**config.mk**
```make
export PLATFORM = sky130hd
export DESIGN_NAME = adder_arbiter_flat
export DESIGN_NICKNAME = d
export VERILOG_FILES = /design/src/rtl/adder_arbiter_if.sv /design/src/rtl/adder_arbiter.sv /design/src/flat_wrapper.sv
export SDC_FILE = /design/constraint.sdc
export NUM_CORES = 1
export LEC_CHECK = 0
export BUFFER_PORTS_ARGS = -buffer_cell sky130_fd_sc_hd__buf_2
export CORE_MARGIN = 5
export CORE_UTILIZATION = 53
export DETAILED_ROUTE_END_ITERATION = 8
export GPL_TIMING_DRIVEN = 0
export PLACE_DENSITY = 0.94
export RECOVER_POWER = 100
export SYNTH_ARGS = -nofsm -noshare
export SYNTH_HDL_FRONTEND = slang
export SYNTH_SLANG_ARGS = --single-unit
```
**constraint.sdc**
```tcl
create_clock -name clk -period 7.8 [get_ports clk]
set_clock_uncertainty 0.05 [all_clocks]
set_input_delay 0.39 -clock clk [delete_from_list [all_inputs] [get_ports clk]]
set_output_delay 0.39 -clock clk [all_outputs]
set_load 0.01 [all_outputs]
```
**src/rtl/adder_arbiter_if.sv**
```systemverilog
// adder_arbiter_if: request/operand/result bundle between the requesters,
// the result consumer and the shared-adder arbiter.
// Optional: ADDER_ARB_CARRY_EN adds the carry_out signal.
interface adder_arbiter_if #(
   parameter int NREQ = 4,
   parameter int IDW  = 2,
   parameter int WORD = 32
);
   logic [NREQ-1:0]      req;
   logic [NREQ*WORD-1:0] a_in;
   logic [NREQ*WORD-1:0] b_in;
   logic [NREQ-1:0]      gnt;
   logic                 busy;
   logic [WORD-1:0]      sum_out;
   logic [IDW-1:0]       sum_id;
   logic                 sum_valid;
   logic                 res_ack;
`ifdef ADDER_ARB_CARRY_EN
   logic                 carry_out;

   modport master (
      output req, a_in, b_in, res_ack,
      input  gnt, busy, sum_out, sum_id, sum_valid, carry_out
   );

   modport slave (
      input  req, a_in, b_in, res_ack,
      output gnt, busy, sum_out, sum_id, sum_valid, carry_out
   );
`else
   modport master (
      output req, a_in, b_in, res_ack,
      input  gnt, busy, sum_out, sum_id, sum_valid
   );

   modport slave (
      input  req, a_in, b_in, res_ack,
      output gnt, busy, sum_out, sum_id, sum_valid
   );
`endif
endinterface

```
**src/rtl/adder_arbiter.sv**
```systemverilog
// adder_arbiter: round-robin arbiter sharing one WORD-wide adder between
// NREQ requesters. The winner's operands are latched, summed in CALC and the
// tagged result is held in DONE until acknowledged.
// Optional: ADDER_ARB_CARRY_EN adds a registered carry_out next to sum_out.
module adder_arbiter #(
   parameter int NREQ = 4,
   parameter int IDW  = 2,
   parameter int WORD = 32
) (
   input  logic         clk,
   input  logic         rst,
   adder_arbiter_if.slave bus
);

   typedef enum logic [1:0] {
      IDLE = 2'd0,
      CALC = 2'd1,
      DONE = 2'd2
   } state_t;

   state_t          state_r;
   state_t          state_nxt_s;
   logic [NREQ-1:0] gnt_r;
   logic [NREQ-1:0] gnt_nxt_s;
   logic            busy_r;
   logic            sum_valid_r;
   logic            sum_valid_nxt_s;
   logic [WORD-1:0] op_a_r;
   logic [WORD-1:0] op_b_r;
   logic [WORD-1:0] sum_r;
   logic [WORD-1:0] sum_s;
   logic [IDW-1:0]  sum_id_r;
   logic [IDW-1:0]  ptr_r;
   logic [IDW-1:0]  ptr_nxt_s;
   logic [IDW-1:0]  win_s;
   logic            win_vld_s;
   logic            grant_s;
   logic            capture_s;
`ifdef ADDER_ARB_CARRY_EN
   logic            carry_r;
`endif

   // Round-robin search: first asserted request at or after p, wrapping.
   // Returns {found, index}.
   function automatic logic [IDW:0] rr_pick(input logic [NREQ-1:0] r,
                                            input logic [IDW-1:0]  p);
      logic           found;
      logic [IDW-1:0] w;
      int             idx;
      found = 1'b0;
      w     = {IDW{1'b0}};
      for (int off = 0; off < NREQ; off++) begin
         idx = int'(p) + off;
         if (idx >= NREQ) begin
            idx = idx - NREQ;
         end
         if (!found && r[idx]) begin
            found = 1'b1;
            w     = IDW'(idx);
         end
      end
      return {found, w};
   endfunction

   assign {win_vld_s, win_s} = rr_pick(bus.req, ptr_r);

   // The shared adder; wraps modulo 2^WORD.
   assign sum_s = op_a_r + op_b_r;

   // Pointer moves one past the winner, wrapping at NREQ.
   always_comb begin
      if (win_s == IDW'(NREQ - 1)) begin
         ptr_nxt_s = {IDW{1'b0}};
      end else begin
         ptr_nxt_s = win_s + {{(IDW-1){1'b0}}, 1'b1};
      end
   end

   // Next-state logic of the IDLE/CALC/DONE controller.
   always_comb begin
      state_nxt_s = state_r;
      case (state_r)
         IDLE: begin
            if (win_vld_s) begin
               state_nxt_s = CALC;
            end else begin
               state_nxt_s = IDLE;
            end
         end
         CALC: state_nxt_s = DONE;
         DONE: begin
            if (bus.res_ack) begin
               state_nxt_s = IDLE;
            end else begin
               state_nxt_s = DONE;
            end
         end
         default: state_nxt_s = IDLE;
      endcase
   end

   // Output/control decode: grant only from IDLE, capture in CALC, ack in DONE.
   always_comb begin
      grant_s         = 1'b0;
      capture_s       = 1'b0;
      gnt_nxt_s       = {NREQ{1'b0}};
      sum_valid_nxt_s = sum_valid_r;
      case (state_r)
         IDLE: begin
            if (win_vld_s) begin
               grant_s   = 1'b1;
               gnt_nxt_s = {{(NREQ-1){1'b0}}, 1'b1} << win_s;
            end else begin
               grant_s   = 1'b0;
            end
         end
         CALC: begin
            capture_s       = 1'b1;
            sum_valid_nxt_s = 1'b1;
         end
         DONE: begin
            if (bus.res_ack) begin
               sum_valid_nxt_s = 1'b0;
            end else begin
               sum_valid_nxt_s = sum_valid_r;
            end
         end
         default: sum_valid_nxt_s = 1'b0;
      endcase
   end

   // State, operand, result and pointer registers with synchronous reset.
   always_ff @(posedge clk) begin
      if (rst) begin
         state_r     <= IDLE;
         gnt_r       <= {NREQ{1'b0}};
         busy_r      <= 1'b0;
         sum_valid_r <= 1'b0;
         op_a_r      <= {WORD{1'b0}};
         op_b_r      <= {WORD{1'b0}};
         sum_r       <= {WORD{1'b0}};
         sum_id_r    <= {IDW{1'b0}};
         ptr_r       <= {IDW{1'b0}};
`ifdef ADDER_ARB_CARRY_EN
         carry_r     <= 1'b0;
`endif
      end else begin
         state_r     <= state_nxt_s;
         gnt_r       <= gnt_nxt_s;
         busy_r      <= (state_nxt_s != IDLE);
         sum_valid_r <= sum_valid_nxt_s;
         if (grant_s) begin
            op_a_r   <= bus.a_in[win_s*WORD +: WORD];
            op_b_r   <= bus.b_in[win_s*WORD +: WORD];
            sum_id_r <= win_s;
            ptr_r    <= ptr_nxt_s;
         end
         if (capture_s) begin
            sum_r    <= sum_s;
`ifdef ADDER_ARB_CARRY_EN
            carry_r  <= (sum_s < op_a_r);
`endif
         end
      end
   end

   assign bus.gnt       = gnt_r;
   assign bus.busy      = busy_r;
   assign bus.sum_out   = sum_r;
   assign bus.sum_id    = sum_id_r;
   assign bus.sum_valid = sum_valid_r;
`ifdef ADDER_ARB_CARRY_EN
   assign bus.carry_out = carry_r;
`endif

endmodule

```
**src/flat_wrapper.sv**
```systemverilog
// flat-port wrapper written by rule: the top's interface ports become plain ports
module adder_arbiter_flat 
#(
   parameter int NREQ = 4,
   parameter int IDW  = 2,
   parameter int WORD = 32
)
  (clk, rst, bus_req, bus_a_in, bus_b_in, bus_res_ack, bus_gnt, bus_busy, bus_sum_out, bus_sum_id, bus_sum_valid);
  adder_arbiter_if #(.NREQ(NREQ), .IDW(IDW), .WORD(WORD)) bus_i ();
  input  logic clk;
  input  logic rst;
  input wire logic [$bits(bus_i.req)-1:0] bus_req;
  input wire logic [$bits(bus_i.a_in)-1:0] bus_a_in;
  input wire logic [$bits(bus_i.b_in)-1:0] bus_b_in;
  input wire logic [$bits(bus_i.res_ack)-1:0] bus_res_ack;
  output wire logic [$bits(bus_i.gnt)-1:0] bus_gnt;
  output wire logic [$bits(bus_i.busy)-1:0] bus_busy;
  output wire logic [$bits(bus_i.sum_out)-1:0] bus_sum_out;
  output wire logic [$bits(bus_i.sum_id)-1:0] bus_sum_id;
  output wire logic [$bits(bus_i.sum_valid)-1:0] bus_sum_valid;
  assign bus_i.req = bus_req;
  assign bus_i.a_in = bus_a_in;
  assign bus_i.b_in = bus_b_in;
  assign bus_i.res_ack = bus_res_ack;
  assign bus_gnt = bus_i.gnt;
  assign bus_busy = bus_i.busy;
  assign bus_sum_out = bus_i.sum_out;
  assign bus_sum_id = bus_i.sum_id;
  assign bus_sum_valid = bus_i.sum_valid;
  adder_arbiter #(.NREQ(NREQ), .IDW(IDW), .WORD(WORD)) u_core (.clk(clk), .rst(rst), .bus(bus_i));
endmodule
```
==> flow_summary.ini <==
[synthesis]
seq_area_frac_synth_pct = 30.4
syn_nets = 1321
synth.cell_area_mm2 = 0.00712
synthCells = 1026
synth_cell_types = 48
syn_avg_cell_area_um2 = 6.94
ys_seq_elements = 108
synth_warnings = 0

[route]
drt_iter0_drc = 968
wl_um = 29100
vias_per_cell = 5.88
dr.pass1.iters = 5
ant_nets = 0
vias = 8953
drc = 0
avgRoutedWirePerCell_um = 19.1

[timing]
tns_ns = 0
whs_ns = 0.316
relSlewSlack_pct = 43.2
max_freq_mhz = 284
finalMaxSlewViolations = 0
timing.final.ws_setup_ns = 4.28
fin_crit_sh_pct = 45.2
tightest_slew_ns = 0.852
setup_viol_count_final = 0
hold_viol = 0
rsz0062_at_grt = false
fin_crit_ns = 3.52

[hold_path]
hold_path_class = input pin to flip-flop
whs_path_depth = 4
min_from = bus_res_ack
whs_endpoint = u_core.bus.sum_valid

[worst_setup_path]
crit_fanout = 4
start_kind = flip-flop
critical-path-top-delay-family = compound AO/OA/AOI/OAI gates
reg2reg_depth = 10
rrSetupSlack_ns = 4.28
end_kind = flip-flop
cp_num_buf_inv = 0
critPathKind = flip-flop to flip-flop
r2r_end = u_core.bus.sum_out[28]
arrival_ns = 3.71
cp_cell_sequence = ha_1 -> fa_1 -> a21o_1 -> a31o_1 -> a211oi_1 -> o31ai_1 -> a31oi_1 -> nor3_1 -> or3_1 -> a32o_1
cp.required_ns = 7.99
critical-path-slowest-cell = a211oi_1
regToRegStartpoint = u_core.op_a_r[0]
slowest_delay_ns = 0.48

[floorplan]
io_pins = 303
fp.dieArea_mm2 = 0.0158
coreArea_mm2 = 0.0132
die_h_um = 126
initial_core_util_pct = 54.0
num_rows = 42
chipWidth_um = 126

[clock_tree]
path_clk_slew_ns = 0.07
cts_resized = 0
cts_buffers = 9
root_buffer = clkbuf_16
post_cts_buffers = 0
insertion_delay_ns = 0.35
ctsHoldBuffers = 0
cts_sinks = 108
h-tree-depth = 3
cts_tree = done
clockBufferDepth = 2

[final_layout]
n_fill_cell = 1218
mostFrequentLayoutCells = nand2_1 (300), buf_2 (264), clkbuf_1 (116), a21oi_1 (110), dfxtp_1 (108)
final_common_cell = nand2_1
fin_util_pct = 68.8
multi_input_area_mm2 = 0.00460
area_growth_pct = 27.6
drive_gt1_share_pct = 20.8
final_nets = 1634
seqCellArea_mm2 = 0.00216

[placed_design]
post-place-ws_ns = 4.44
post-dp-hpwl_um = 23800
port_buffers = 302
gp_congestion = 0.971

[run]
max-cap-violations = 0

[pwr]
power_leakage_nw = 4.38
irDropWorstVdd_mv = 0.113
power_w = 0.00210
p_per_area_mw_per_mm2 = 231

[global_route]
grt-ovfl-total = 0
grt_max_degree = 18
grt_pass1_wl_um = 43300
groute.usage.overall_pct = 33.9
grt_pass1_vias = 8308
antenna_found_initial = 3

[run_status]
status = complete, no violations
[flip-flops by register name, indices dropped and copies added (netlist names)]
signal	count
u_core.bus.sum_out	32
u_core.bus.gnt	4
u_core.bus.sum_valid	1
u_core.bus.busy	1
u_core.state_r	2
u_core.bus.sum_id	2
u_core.op_b_r	32
u_core.op_a_r	32
u_core.ptr_r	2
[worst min-delay path: stages]
cell     delay (ns)
buf_2          0.08
nor2_1         0.04
nor2b_1        0.10
nor3_1         0.06
[through the flow]
step / cell area, µm² / std cells
floorplan: 7120 / 1026
global placement: 8850 / 1504
detailed placement: 8850 / 1504
CTS: 9140 / 1520
global route: 9080 / 1523
finish: 9080 / 1523
[cells in the mapped netlist, drive strengths merged]
| cell type | count | share of area [%] |
|---|---|---|
| a21o | 15 | 1.6 |
| a311oi | 64 | 7.9 |
| nor4 | 2 | 0.18 |
| a211o | 3 | 0.37 |
| o311ai | 1 | 0.12 |
| clkbuf | 70 | 3.7 |
| a21boi | 2 | 0.21 |
| nand2 | 300 | 16 |
| or4 | 2 | 0.21 |
| nand3 | 6 | 0.42 |
| nor2 | 95 | 5.0 |
| a22oi | 1 | 0.11 |
| xnor2 | 22 | 2.7 |
| o221ai | 1 | 0.12 |
| a311o | 2 | 0.28 |
| o21ai | 22 | 1.5 |
| nor2b | 6 | 0.53 |
| or3 | 1 | 0.088 |
| a22o | 14 | 1.7 |
| a31o | 1 | 0.12 |
| dfxtp | 108 | 30 |
| a221oi | 1 | 0.12 |
| o22ai | 3 | 0.26 |
| o21bai | 4 | 0.42 |
| nand4 | 7 | 0.62 |
| xor2 | 8 | 0.98 |
| and4 | 1 | 0.12 |
| a32oi | 1 | 0.12 |
| o41ai | 1 | 0.12 |
| o31ai | 4 | 0.42 |
| o211ai | 4 | 0.42 |
| o211a | 1 | 0.14 |
| inv | 7 | 0.37 |
| a31oi | 7 | 0.70 |
| a32o | 1 | 0.14 |
| a21oi | 110 | 7.7 |
| nand2b | 3 | 0.26 |
| o22a | 1 | 0.12 |
| buf | 11 | 0.65 |
| and3 | 66 | 5.8 |
| nor3 | 5 | 0.35 |
| a211oi | 10 | 1.3 |
| ha | 31 | 5.5 |
| fa | 1 | 0.28 |
[worst max path at each step]
| stage | end | from | depth (start not counted) |
|---|---|---|---|
| final | u_core.bus.sum_out[28] | u_core.op_a_r[0] | 10 |
| after global routing | u_core.bus.sum_out[28] | u_core.op_a_r[0] | 10 |
| after CTS | u_core.op_a_r[13] | u_core.ptr_r[1] | 10 |
| after detailed placement | u_core.op_a_r[13] | bus_req[0] | 11 |
| after global placement | u_core.op_a_r[13] | bus_req[0] | 11 |
| after floorplan | u_core.bus.sum_out[28] | u_core.op_b_r[0] | 10 |
[metal layers]
metal  vias up  track usage, %  wire [µm]
met5         -               0          0
met4         0            12.5       1070
met3        90            4.57       3030
met2       576            57.7      13700
met1      4037            43.8      11400
li1       4250               -          -
[logic make-up after synthesis]
group           synth area share [%]
simple gates                    29.4
compound gates                  26.1
flops                           30.4
buf+inv                         4.71
fa+ha+maj                       5.73
xor+xnor                        3.69
[power breakdown]
part	total, W	leakage (nW)	switching, W	internal (W)
Combinational	0.000926	3.35	0.000585	0.000341
Sequential	0.000708	0.889	0.0000700	0.000638
Clock	0.000463	0.141	0.000212	0.000251
[cell type report]
cell class | instances | area share (%)
multi-input combinational | 830 | 50.7
clock inverter | 5 | 0.661
timing repair buffer | 302 | 16.1
inverter | 7 | 0.289
antenna | 3 | 0.0827
tap | 176 | 2.43
buffer | 81 | 3.39
sequential | 108 | 23.8
clock buffer | 11 | 2.56
Power figures use the tool's default switching activity.
